<file path="src/rtl/axis_packet_filter_pkg.sv">
// Shared types for the store-and-forward AXI-Stream packet filter.
package axis_packet_filter_pkg;

   typedef enum logic [2:0] {
      REASON_NONE     = 3'd0,
      REASON_ERROR    = 3'd1,
      REASON_OVERFLOW = 3'd2,
      REASON_OVERSIZE = 3'd3,
      REASON_RUNT     = 3'd4
   } drop_reason_t;

   typedef enum logic {
      STORE   = 1'b0,
      DISCARD = 1'b1
   } state_t;

endpackage

</file>
<file path="src/rtl/axis_packet_filter_ram_sdp.sv">
// Simple dual-port packet buffer: one write port, one read port with a
// registered read. The read register holds its value while rd_en is low so
// a prefetched word survives a downstream stall.
module axis_packet_filter_ram_sdp #(
   parameter int WIDTH     = 10,
   parameter int ADDR_BITS = 8
) (
   input  logic                 clk,
   input  logic                 wr_en,
   input  logic [ADDR_BITS-1:0] wr_addr,
   input  logic [WIDTH-1:0]     wr_data,
   input  logic                 rd_en,
   input  logic [ADDR_BITS-1:0] rd_addr,
   output logic [WIDTH-1:0]     rd_data
);

   logic [WIDTH-1:0] mem [2**ADDR_BITS];
   logic [WIDTH-1:0] rd_data_q;

   // Storage write and registered read; no reset, contents are only trusted
   // once the owning pointers say a word is committed.
   always_ff @(posedge clk) begin
      if (wr_en) begin
         mem[wr_addr] <= wr_data;
      end
      if (rd_en) begin
         rd_data_q <= mem[rd_addr];
      end
   end

   assign rd_data = rd_data_q;

endmodule

</file>
<file path="src/rtl/axis_packet_filter.sv">
// Store-and-forward AXI-Stream packet filter. Whole packets are written
// speculatively and only become readable once a clean tlast commits them;
// bad packets are rewound out of the buffer and counted as drops.
module axis_packet_filter
   import axis_packet_filter_pkg::*;
#(
   parameter int AXIS_BYTES     = 1,
   parameter int AXIS_USER_BITS = 1,
   parameter int LOG2_DEPTH     = 8,
   parameter int MAX_BEATS      = 2**LOG2_DEPTH,
   parameter int MIN_BEATS      = 1,
   parameter int COUNT_BITS     = 32
) (
   input  logic                      clk,
   input  logic                      sreset,
   input  logic                      axis_i_tvalid,
   output logic                      axis_i_tready,
   input  logic                      axis_i_tlast,
   input  logic [AXIS_BYTES*8-1:0]   axis_i_tdata,
   input  logic [AXIS_USER_BITS-1:0] axis_i_tuser,
   input  logic                      axis_i_terror,
   output logic                      axis_o_tvalid,
   input  logic                      axis_o_tready,
   output logic                      axis_o_tlast,
   output logic [AXIS_BYTES*8-1:0]   axis_o_tdata,
   output logic [AXIS_USER_BITS-1:0] axis_o_tuser,
   output logic [COUNT_BITS-1:0]     o_good_count,
   output logic [COUNT_BITS-1:0]     o_drop_count,
   output logic                      o_drop_pulse,
   output logic [2:0]                o_drop_reason
);

   localparam int PTR_W  = LOG2_DEPTH + 1;
   localparam int WORD_W = AXIS_BYTES*8 + AXIS_USER_BITS + 1;
   localparam logic [PTR_W-1:0] DEPTH_PTR = PTR_W'(2**LOG2_DEPTH);
   localparam logic [PTR_W-1:0] MAX_CNT   = PTR_W'(MAX_BEATS);
   localparam logic [PTR_W-1:0] MIN_CNT   = PTR_W'(MIN_BEATS);

   state_t                  state_q, state_d;
   logic [PTR_W-1:0]        wr_ptr_q, wr_ptr_d;
   logic [PTR_W-1:0]        commit_ptr_q, commit_ptr_d;
   logic [PTR_W-1:0]        rd_ptr_q, rd_ptr_d;
   logic [PTR_W-1:0]        beat_cnt_q, beat_cnt_d;
   logic [COUNT_BITS-1:0]   good_count_q, good_count_d;
   logic [COUNT_BITS-1:0]   drop_count_q, drop_count_d;
   logic                    drop_pulse_q, drop_pulse_d;
   drop_reason_t            drop_reason_q, drop_reason_d;
   logic                    ram_valid_q, ram_valid_d;
   logic                    out_valid_q, out_valid_d;
   logic [WORD_W-1:0]       out_word_q, out_word_d;

   logic                    in_accept;
   logic                    buf_full;
   logic [PTR_W-1:0]        beat_cnt_inc;
   drop_reason_t            reason;
   logic                    ram_we;
   logic                    ram_re;
   logic                    out_take;
   logic                    out_load;
   logic [WORD_W-1:0]       ram_wdata;
   logic [WORD_W-1:0]       ram_rdata;

   assign axis_i_tready = !sreset;
   assign in_accept     = axis_i_tvalid && axis_i_tready;
   assign buf_full      = (wr_ptr_q - rd_ptr_q) == DEPTH_PTR;
   assign beat_cnt_inc  = beat_cnt_q + 1'b1;
   assign ram_wdata     = {axis_i_tlast, axis_i_tuser, axis_i_tdata};

   // Classify the incoming beat; earlier tests win when several apply.
   always_comb begin
      reason = REASON_NONE;
      if (axis_i_terror) begin
         reason = REASON_ERROR;
      end else if (buf_full) begin
         reason = REASON_OVERFLOW;
      end else if (beat_cnt_inc > MAX_CNT) begin
         reason = REASON_OVERSIZE;
      end else if (axis_i_tlast && (beat_cnt_inc < MIN_CNT)) begin
         reason = REASON_RUNT;
      end
   end

   // Input FSM: speculative write, commit on clean tlast, rewind on a drop.
   always_comb begin
      state_d       = state_q;
      wr_ptr_d      = wr_ptr_q;
      commit_ptr_d  = commit_ptr_q;
      beat_cnt_d    = beat_cnt_q;
      good_count_d  = good_count_q;
      drop_count_d  = drop_count_q;
      drop_pulse_d  = 1'b0;
      drop_reason_d = drop_reason_q;
      ram_we        = 1'b0;
      case (state_q)
         STORE: begin
            if (in_accept) begin
               if (reason != REASON_NONE) begin
                  wr_ptr_d      = commit_ptr_q;
                  beat_cnt_d    = '0;
                  drop_pulse_d  = 1'b1;
                  drop_reason_d = reason;
                  if (drop_count_q != '1) begin
                     drop_count_d = drop_count_q + 1'b1;
                  end
                  if (!axis_i_tlast) begin
                     state_d = DISCARD;
                  end
               end else begin
                  ram_we   = 1'b1;
                  wr_ptr_d = wr_ptr_q + 1'b1;
                  if (axis_i_tlast) begin
                     commit_ptr_d = wr_ptr_q + 1'b1;
                     beat_cnt_d   = '0;
                     if (good_count_q != '1) begin
                        good_count_d = good_count_q + 1'b1;
                     end
                  end else begin
                     beat_cnt_d = beat_cnt_inc;
                  end
               end
            end
         end
         DISCARD: begin
            if (in_accept && axis_i_tlast) begin
               state_d = STORE;
            end
         end
         default: state_d = STORE;
      endcase
   end

   assign out_take = out_valid_q && axis_o_tready;
   assign out_load = ram_valid_q && (!out_valid_q || out_take);
   assign ram_re   = (rd_ptr_q != commit_ptr_q) && (!ram_valid_q || out_load);

   // Two-stage prefetch: RAM read register feeds the output register, so a
   // fresh word is always one step behind and the stream can run gap-free.
   always_comb begin
      rd_ptr_d    = rd_ptr_q;
      ram_valid_d = ram_valid_q;
      out_valid_d = out_valid_q;
      out_word_d  = out_word_q;
      if (out_take) begin
         out_valid_d = 1'b0;
      end
      if (out_load) begin
         out_valid_d = 1'b1;
         out_word_d  = ram_rdata;
         ram_valid_d = 1'b0;
      end
      if (ram_re) begin
         rd_ptr_d    = rd_ptr_q + 1'b1;
         ram_valid_d = 1'b1;
      end
   end

   // State register; reset discards everything, including committed data.
   always_ff @(posedge clk) begin
      if (sreset) begin
         state_q       <= STORE;
         wr_ptr_q      <= '0;
         commit_ptr_q  <= '0;
         rd_ptr_q      <= '0;
         beat_cnt_q    <= '0;
         good_count_q  <= '0;
         drop_count_q  <= '0;
         drop_pulse_q  <= 1'b0;
         drop_reason_q <= REASON_NONE;
         ram_valid_q   <= 1'b0;
         out_valid_q   <= 1'b0;
         out_word_q    <= '0;
      end else begin
         state_q       <= state_d;
         wr_ptr_q      <= wr_ptr_d;
         commit_ptr_q  <= commit_ptr_d;
         rd_ptr_q      <= rd_ptr_d;
         beat_cnt_q    <= beat_cnt_d;
         good_count_q  <= good_count_d;
         drop_count_q  <= drop_count_d;
         drop_pulse_q  <= drop_pulse_d;
         drop_reason_q <= drop_reason_d;
         ram_valid_q   <= ram_valid_d;
         out_valid_q   <= out_valid_d;
         out_word_q    <= out_word_d;
      end
   end

   axis_packet_filter_ram_sdp #(
      .WIDTH     (WORD_W),
      .ADDR_BITS (LOG2_DEPTH)
   ) u_ram_sdp (
      .clk     (clk),
      .wr_en   (ram_we),
      .wr_addr (wr_ptr_q[LOG2_DEPTH-1:0]),
      .wr_data (ram_wdata),
      .rd_en   (ram_re),
      .rd_addr (rd_ptr_q[LOG2_DEPTH-1:0]),
      .rd_data (ram_rdata)
   );

   assign axis_o_tvalid = out_valid_q;
   assign {axis_o_tlast, axis_o_tuser, axis_o_tdata} = out_word_q;
   assign o_good_count  = good_count_q;
   assign o_drop_count  = drop_count_q;
   assign o_drop_pulse  = drop_pulse_q;
   assign o_drop_reason = drop_reason_q;

endmodule

</file>
<file path="config.mk">
export PLATFORM = sky130hd
export DESIGN_NAME = axis_packet_filter
export DESIGN_NICKNAME = d
export VERILOG_FILES = /design/src/rtl/axis_packet_filter_pkg.sv /design/src/rtl/axis_packet_filter_ram_sdp.sv /design/src/rtl/axis_packet_filter.sv
export SDC_FILE = /design/constraint.sdc
export NUM_CORES = 2
export LEC_CHECK = 0
export ABC_CLOCK_PERIOD_IN_PS = 5500
export CAP_MARGIN = 20
export CORE_ASPECT_RATIO = 1.4
export CORE_MARGIN = 10
export CORE_UTILIZATION = 59
export CTS_BUF_LIST = sky130_fd_sc_hd__clkbuf_8
export DETAILED_ROUTE_END_ITERATION = 10
export PLACE_DENSITY_LB_ADDON = 0.15
export SLEW_MARGIN = 15
export SYNTH_ARGS = -nofsm -noshare
export SYNTH_HDL_FRONTEND = slang
export SYNTH_SLANG_ARGS = --single-unit
</file>
<file path="constraint.sdc">
create_clock -name clk -period 5.5 [get_ports clk]
set_input_delay 1.375 -clock clk [delete_from_list [all_inputs] [get_ports clk]]
set_output_delay 1.375 -clock clk [all_outputs]
set_load 0.05 [all_outputs]
</file>
# Yosys cells after proc, flatten, opt, wreduce, memory -nomap -nowiden
# Memories as Yosys holds them, arrays and structs flattened. A register that Yosys moved wholly into a read port is not among the register bits.
# Index checks and enable logic that the tools add are counted.
# totals
regBits,117
ram_bits,2560
out_inout_bits,80
word_cells,70
n_memories,1
# memory_table
memory,depth,width,rd,rd_ports_with_merged_regs,wr,line_no,rtl
u_ram_sdp.mem,256,10,1,1,1,axis_packet_filter_ram_sdp.sv:17,logic [WIDTH-1:0] mem [2**ADDR_BITS];
# op_classes
add_sub_neg,6
magnitude_cmp,2
n_eq_ne,4
muxes,22
bitwise,3
reduce_logical,20
# ops
op,n
"32-bit by 1-bit adder with 32-bit output, second input constant",2
"32-bit != test, second input constant",2
"9-bit by 1-bit adder with 9-bit output, second input constant",3
9-bit 2-to-1 mux,3
1-bit 2-to-1 mux,14
3-bit 2-to-1 mux,4
"9-bit == test, second input constant",1
"9-bit > comparator, second input constant",1
"9-bit by 1-bit less-than comparator with 1-bit output, second input constant",1
9-bit != test,1
9-bit subtractor,1
4-bit AND reduction,2
1-bit logical AND,6
5-bit AND reduction,1
2-bit nonzero test,2
1-bit logical NOT,3
1-bit NOT,3
3-bit AND reduction,1
3-bit nonzero test,1
3-bit OR reduction,1
1-bit logical OR,2
1-bit one-hot mux with 2 select lines,1
2-bit AND reduction,1

# Longest topological paths before layout
# depth
depth_word,13
mapped_depth,19

# Cells and area by module
# Synthesis repeated with hierarchy kept, for this count alone.
# unflattened
hier_cells,5410
area_unflattened_um2,105647.6
# by_module_without_submodules
module,instances,cells_per_inst,area_each_um2,seq_area_each_um2
axis_packet_filter_ram_sdp,1,4642,99354.0,77174.0
axis_packet_filter,1,768,6293.5,2342.2

# Least setup slack after synthesis
# No wires, ideal clock.
# synth_timing
path_type,register to register
from,register rd_ptr_q[1]
to,memory u_ram_sdp.mem[144][0] (enable)
setup_ps,390
t_arrival_ps,4860
t_required_ps,5110
slack_ps,250
stages_incl_launch_ff,20
n_path_buf,9
cell_sequence,dfxtp_1 > clkbuf_1 > buf_2 > buf_1 > buf_2 > buf_1 > buf_1 > inv_1 > ha_1 > nand2b_1 > a21bo_2 > a2111oi_0 > nor4_1 > and3_1 > clkbuf_1 > nor3_2 > nand3b_1 > clkbuf_1 > clkbuf_1 > nor3_1
# synth_between
elab_chain_len,10
# synth_rtl
item,line_no,rtl
start: declaration,axis_packet_filter.sv:42,"logic [PTR_W-1:0] rd_ptr_q, rd_ptr_d;"
start signal: assignment,axis_packet_filter.sv:176,rd_ptr_q <= rd_ptr_d;
9-bit subtractor,axis_packet_filter.sv:65,assign buf_full = (wr_ptr_q - rd_ptr_q) == DEPTH_PTR;
9-bit == test,axis_packet_filter.sv:65,
3-bit 2-to-1 mux,axis_packet_filter.sv:74,end else if (buf_full) begin
3-bit 2-to-1 mux,axis_packet_filter.sv:72,if (axis_i_terror) begin
3-bit nonzero test,axis_packet_filter.sv:97,if (reason != REASON_NONE) begin
1-bit 2-to-1 mux,axis_packet_filter.sv:97,
1-bit 2-to-1 mux,axis_packet_filter.sv:96,if (in_accept) begin
1-bit 2-to-1 mux,axis_packet_filter.sv:94,case (state_q)
1-bit 2-to-1 mux,axis_packet_filter_ram_sdp.sv:23,if (wr_en) begin
1-bit 2-to-1 mux (not written as such),axis_packet_filter_ram_sdp.sv:24,mem[wr_addr] <= wr_data;
end: declaration,axis_packet_filter_ram_sdp.sv:17,
# No other way between the ends.

# Worst setup path after layout
# layout_timing
from,register wr_ptr_q[7]
to,memory u_ram_sdp.mem[112][5] (enable)
# layout_between
elab_chain_len,10
# layout_rtl
item,line_no,rtl
start: declaration,axis_packet_filter.sv:40,"logic [PTR_W-1:0] wr_ptr_q, wr_ptr_d;"
start signal: assignment,axis_packet_filter.sv:174,wr_ptr_q <= wr_ptr_d;
9-bit subtractor,axis_packet_filter.sv:65,
9-bit == test,axis_packet_filter.sv:65,
3-bit 2-to-1 mux,axis_packet_filter.sv:74,
3-bit 2-to-1 mux,axis_packet_filter.sv:72,
3-bit nonzero test,axis_packet_filter.sv:97,
1-bit 2-to-1 mux,axis_packet_filter.sv:97,
1-bit 2-to-1 mux,axis_packet_filter.sv:96,
1-bit 2-to-1 mux,axis_packet_filter.sv:94,
1-bit 2-to-1 mux,axis_packet_filter_ram_sdp.sv:23,
1-bit 2-to-1 mux (not written as such),axis_packet_filter_ram_sdp.sv:24,
# Several ways; a longest one is shown, not always the timed one.

==> impl_metrics.toml <==
[critical_path]
worstSetupStartpointType = "flip-flop"
arrival_ns = 5.74
crit_type = "flip-flop to flip-flop"
rrSetupSlack_ns = 0.43
regToRegStartpoint = "wr_ptr_q[7]$_SDFFE_PP0P_"
crit_fanout = 17
reg2reg_to = "u_ram_sdp.mem[112][5]$_DFFE_PP_"
critPathRequiredTime_ns = 6.17
endpoint_kind = "flip-flop"
ff2ff_path_depth = 11

[finish]
final_cell_mix = "2570 x edfxtp_1, 778 x mux4_2, 412 x clkbuf_8"
drive_above_1_share_pct = 29.2
n_fill_cell = 11400
final_common_cell = "edfxtp_1"
fin_nets = 5457
areaGrowthSynthToFinish_pct = 12.1

[timing]
clock_skew_ns = 0.0527
setup_violations = 0
finalCritPeriodShare_pct = 92.1
setup_tns_ns = 0
rsz0062_at_grt = "no"
hold_viol_final = 0
drv_slew = 0
slew_headroom_pct = 24.7
worstMarginPinSlew_ns = 1.13
fmax_mhz = 197
timing.hold.ws_ns = 0.497
setup_slack_ns = 0.432
min_period_ns = 5.07

[global_routing]
grt_use_total_pct = 27.3
overflow = 0
grt_first_pass_wirelength_mm = 384
antenna_found_initial = 4
grt_max_degree = 127
first_global_vias = 53600

[synth]
mappedNetlistArea_um2 = 105000
ys_warn_count = 0
ys_ff_latch = 2687
seq_area_frac_synth_pct = 75.7
synth_edf_count = 2570
ys.flop_type = "edfxtp_1"
avgSynthCellArea_um2 = 21.5
synth_async_sr_flop_share_pct = 0
syn-num-nets = 4926
synthCells = 4895
synth_cell_types = 86

[drt]
routedWlPerCell_um = 33.0
antenna_left = 0
dr.first_iter.drc_count = 6157
routed_wl_mm = 265
vias = 53000
drcViolationCount = 0
first_pass_iters = 8
via_per_inst = 6.59

[clock_tree]
clockBufferDepth = 4
cts_tree = "yes"
clk_latency_ns = 1.08
clk_pin_slew_ns = 0.06
cts_resized = 0
cts_setup_buffers = 0
numCtsBuffers = 392
cts_root_buf = "clkbuf_8"
hold_buffers = 0
clock-sinks = 2687
cts.htree.levels = 5

[place]
pre_cts_ws_ns = 0.596
gp_congestion = 0.866
port_buffers = 94
hpwl_mm = 163

[floorplan]
dieWidth_um = 377
ios = 95
initial_core_util_pct = 59.3
rows = 183
core-area_um2 = 177000
die_h_um = 519
dieArea_um2 = 196000

[power_and_ir_drop]
vdd_drop_max_uv = 277
power_density_nw_per_um2 = 377
power_leakage_nw = 37.0
power.total_mw = 44.4

[run]
max-cap-violations = 0

[hold_path]
min_to = "out_word_q[9]$_SDFFE_PP0P_"
holdPathStages = 2
min_path_type = "flip-flop to flip-flop"
hp-start = "out_word_q[9]$_SDFFE_PP0P_"

[status]
status = "finished, final reports clean"
-- registers in the layout, summed over array words and instances, names as in the netlist --
signal             flops
o_drop_reason          3
out_word_q            10
o_drop_count          32
o_good_count          32
u_ram_sdp.mem       2560
beat_cnt_q             9
axis_o_tvalid          1
o_drop_pulse           1
ram_valid_q            1
wr_ptr_q               9
state_q                1
u_ram_sdp.rd_data     10
rd_ptr_q               9
commit_ptr_q           9
-- synth_stat cells, types with 21 or more instances --
| master | n | area share, % |
|---|---|---|
| edfxtp_1 | 2570 | 73 |
| mux4_2 | 778 | 17 |
| nor2_1 | 213 | 0.76 |
| clkbuf_1 | 175 | 0.63 |
| nor3_1 | 148 | 0.71 |
| nand2_1 | 118 | 0.42 |
| dfxtp_1 | 117 | 2.2 |
| a21oi_1 | 75 | 0.36 |
| buf_2 | 60 | 0.29 |
| mux2i_1 | 59 | 0.56 |
| buf_1 | 55 | 0.20 |
| nand3_1 | 52 | 0.25 |
| o21ai_0 | 38 | 0.18 |
| or3_1 | 28 | 0.17 |
| nand4_1 | 25 | 0.15 |
| a22oi_1 | 24 | 0.17 |
| xnor2_1 | 23 | 0.19 |
| xor2_1 | 23 | 0.19 |
| inv_1 | 21 | 0.075 |
-- report_power, final --
part           leakage [nW]  switching, mW  internal [mW]
Sequential             24.0          0.133           22.5
Combinational          8.86           3.76           3.26
Clock                  4.06           7.32           7.45
-- critical path, cell delays in order (launching register included) --
cell and delay, ns:
dfxtp_1 0.87, ha_1 0.42, a21oi_1 0.31, nand2_1 0.13
nor3b_1 0.28, nor4_1 0.13, and3_1 0.26, buf_4 0.17
nor3_2 0.18, buf_4 0.29, nand4b_1 0.62, nor2_1 1.01
-- cells by family (layout without fill, tap and decap cells) --
family | Yosys count | in the layout | synth area share, %
compound gates | 280 | 280 | 1.87
xor+xnor | 46 | 46 | 0.384
fa+ha+maj | 16 | 16 | 0.191
buf+inv | 324 | 1155 | 1.28
flops | 2687 | 2687 | 75.7
mux | 841 | 841 | 17.3
other cells | 0 | 1 | 0
simple gates | 701 | 701 | 3.28
-- routing by layer --
metal  track usage, %  wire [µm]
met4             11.3      12000
met5                0         13
met3             5.44      22000
met1             35.7      97000
met2             44.9     134000
-- final cells by class --
class / count / area (µm²) / share of cell area, %
tap: 2312 / 2890 / 2.46
clock inverter: 291 / 1560 / 1.32
antenna: 1 / 2.50 / 0.00212
multi-input combinational: 1884 / 24300 / 20.6
sequential: 2687 / 79500 / 67.5
timing repair buffer: 436 / 3900 / 3.31
clock buffer: 403 / 5550 / 4.71
inverter: 25 / 101 / 0.0860
-- per-stage QoR --
step                util, %  area [µm²]  instances
floorplan                 -      105000       4895
global placement       62.4      111000       7341
detailed placement     62.4      111000       7344
CTS                    66.5      118000       8038
global route           66.5      118000       8039
finish                 66.5      118000       8039
-- worst max-delay path by stage --
stage | startpoint | end | cells after the start
2_1_floorplan | rd_ptr_q[1]$_SDFFE_PP0P_ | u_ram_sdp.mem[144][0]$_DFFE_PP_ | 19
3_3_place_gp | wr_ptr_q[7]$_SDFFE_PP0P_ | u_ram_sdp.mem[143][0]$_DFFE_PP_ | 12
3_5_place_dp | wr_ptr_q[6]$_SDFFE_PP0P_ | u_ram_sdp.mem[124][5]$_DFFE_PP_ | 10
4_1_cts | wr_ptr_q[6]$_SDFFE_PP0P_ | u_ram_sdp.mem[124][0]$_DFFE_PP_ | 10
5_1_grt | wr_ptr_q[7]$_SDFFE_PP0P_ | u_ram_sdp.mem[124][0]$_DFFE_PP_ | 11
6_report | wr_ptr_q[7]$_SDFFE_PP0P_ | u_ram_sdp.mem[112][5]$_DFFE_PP_ | 11
Note: power is estimated with default switching activity, not from simulation.
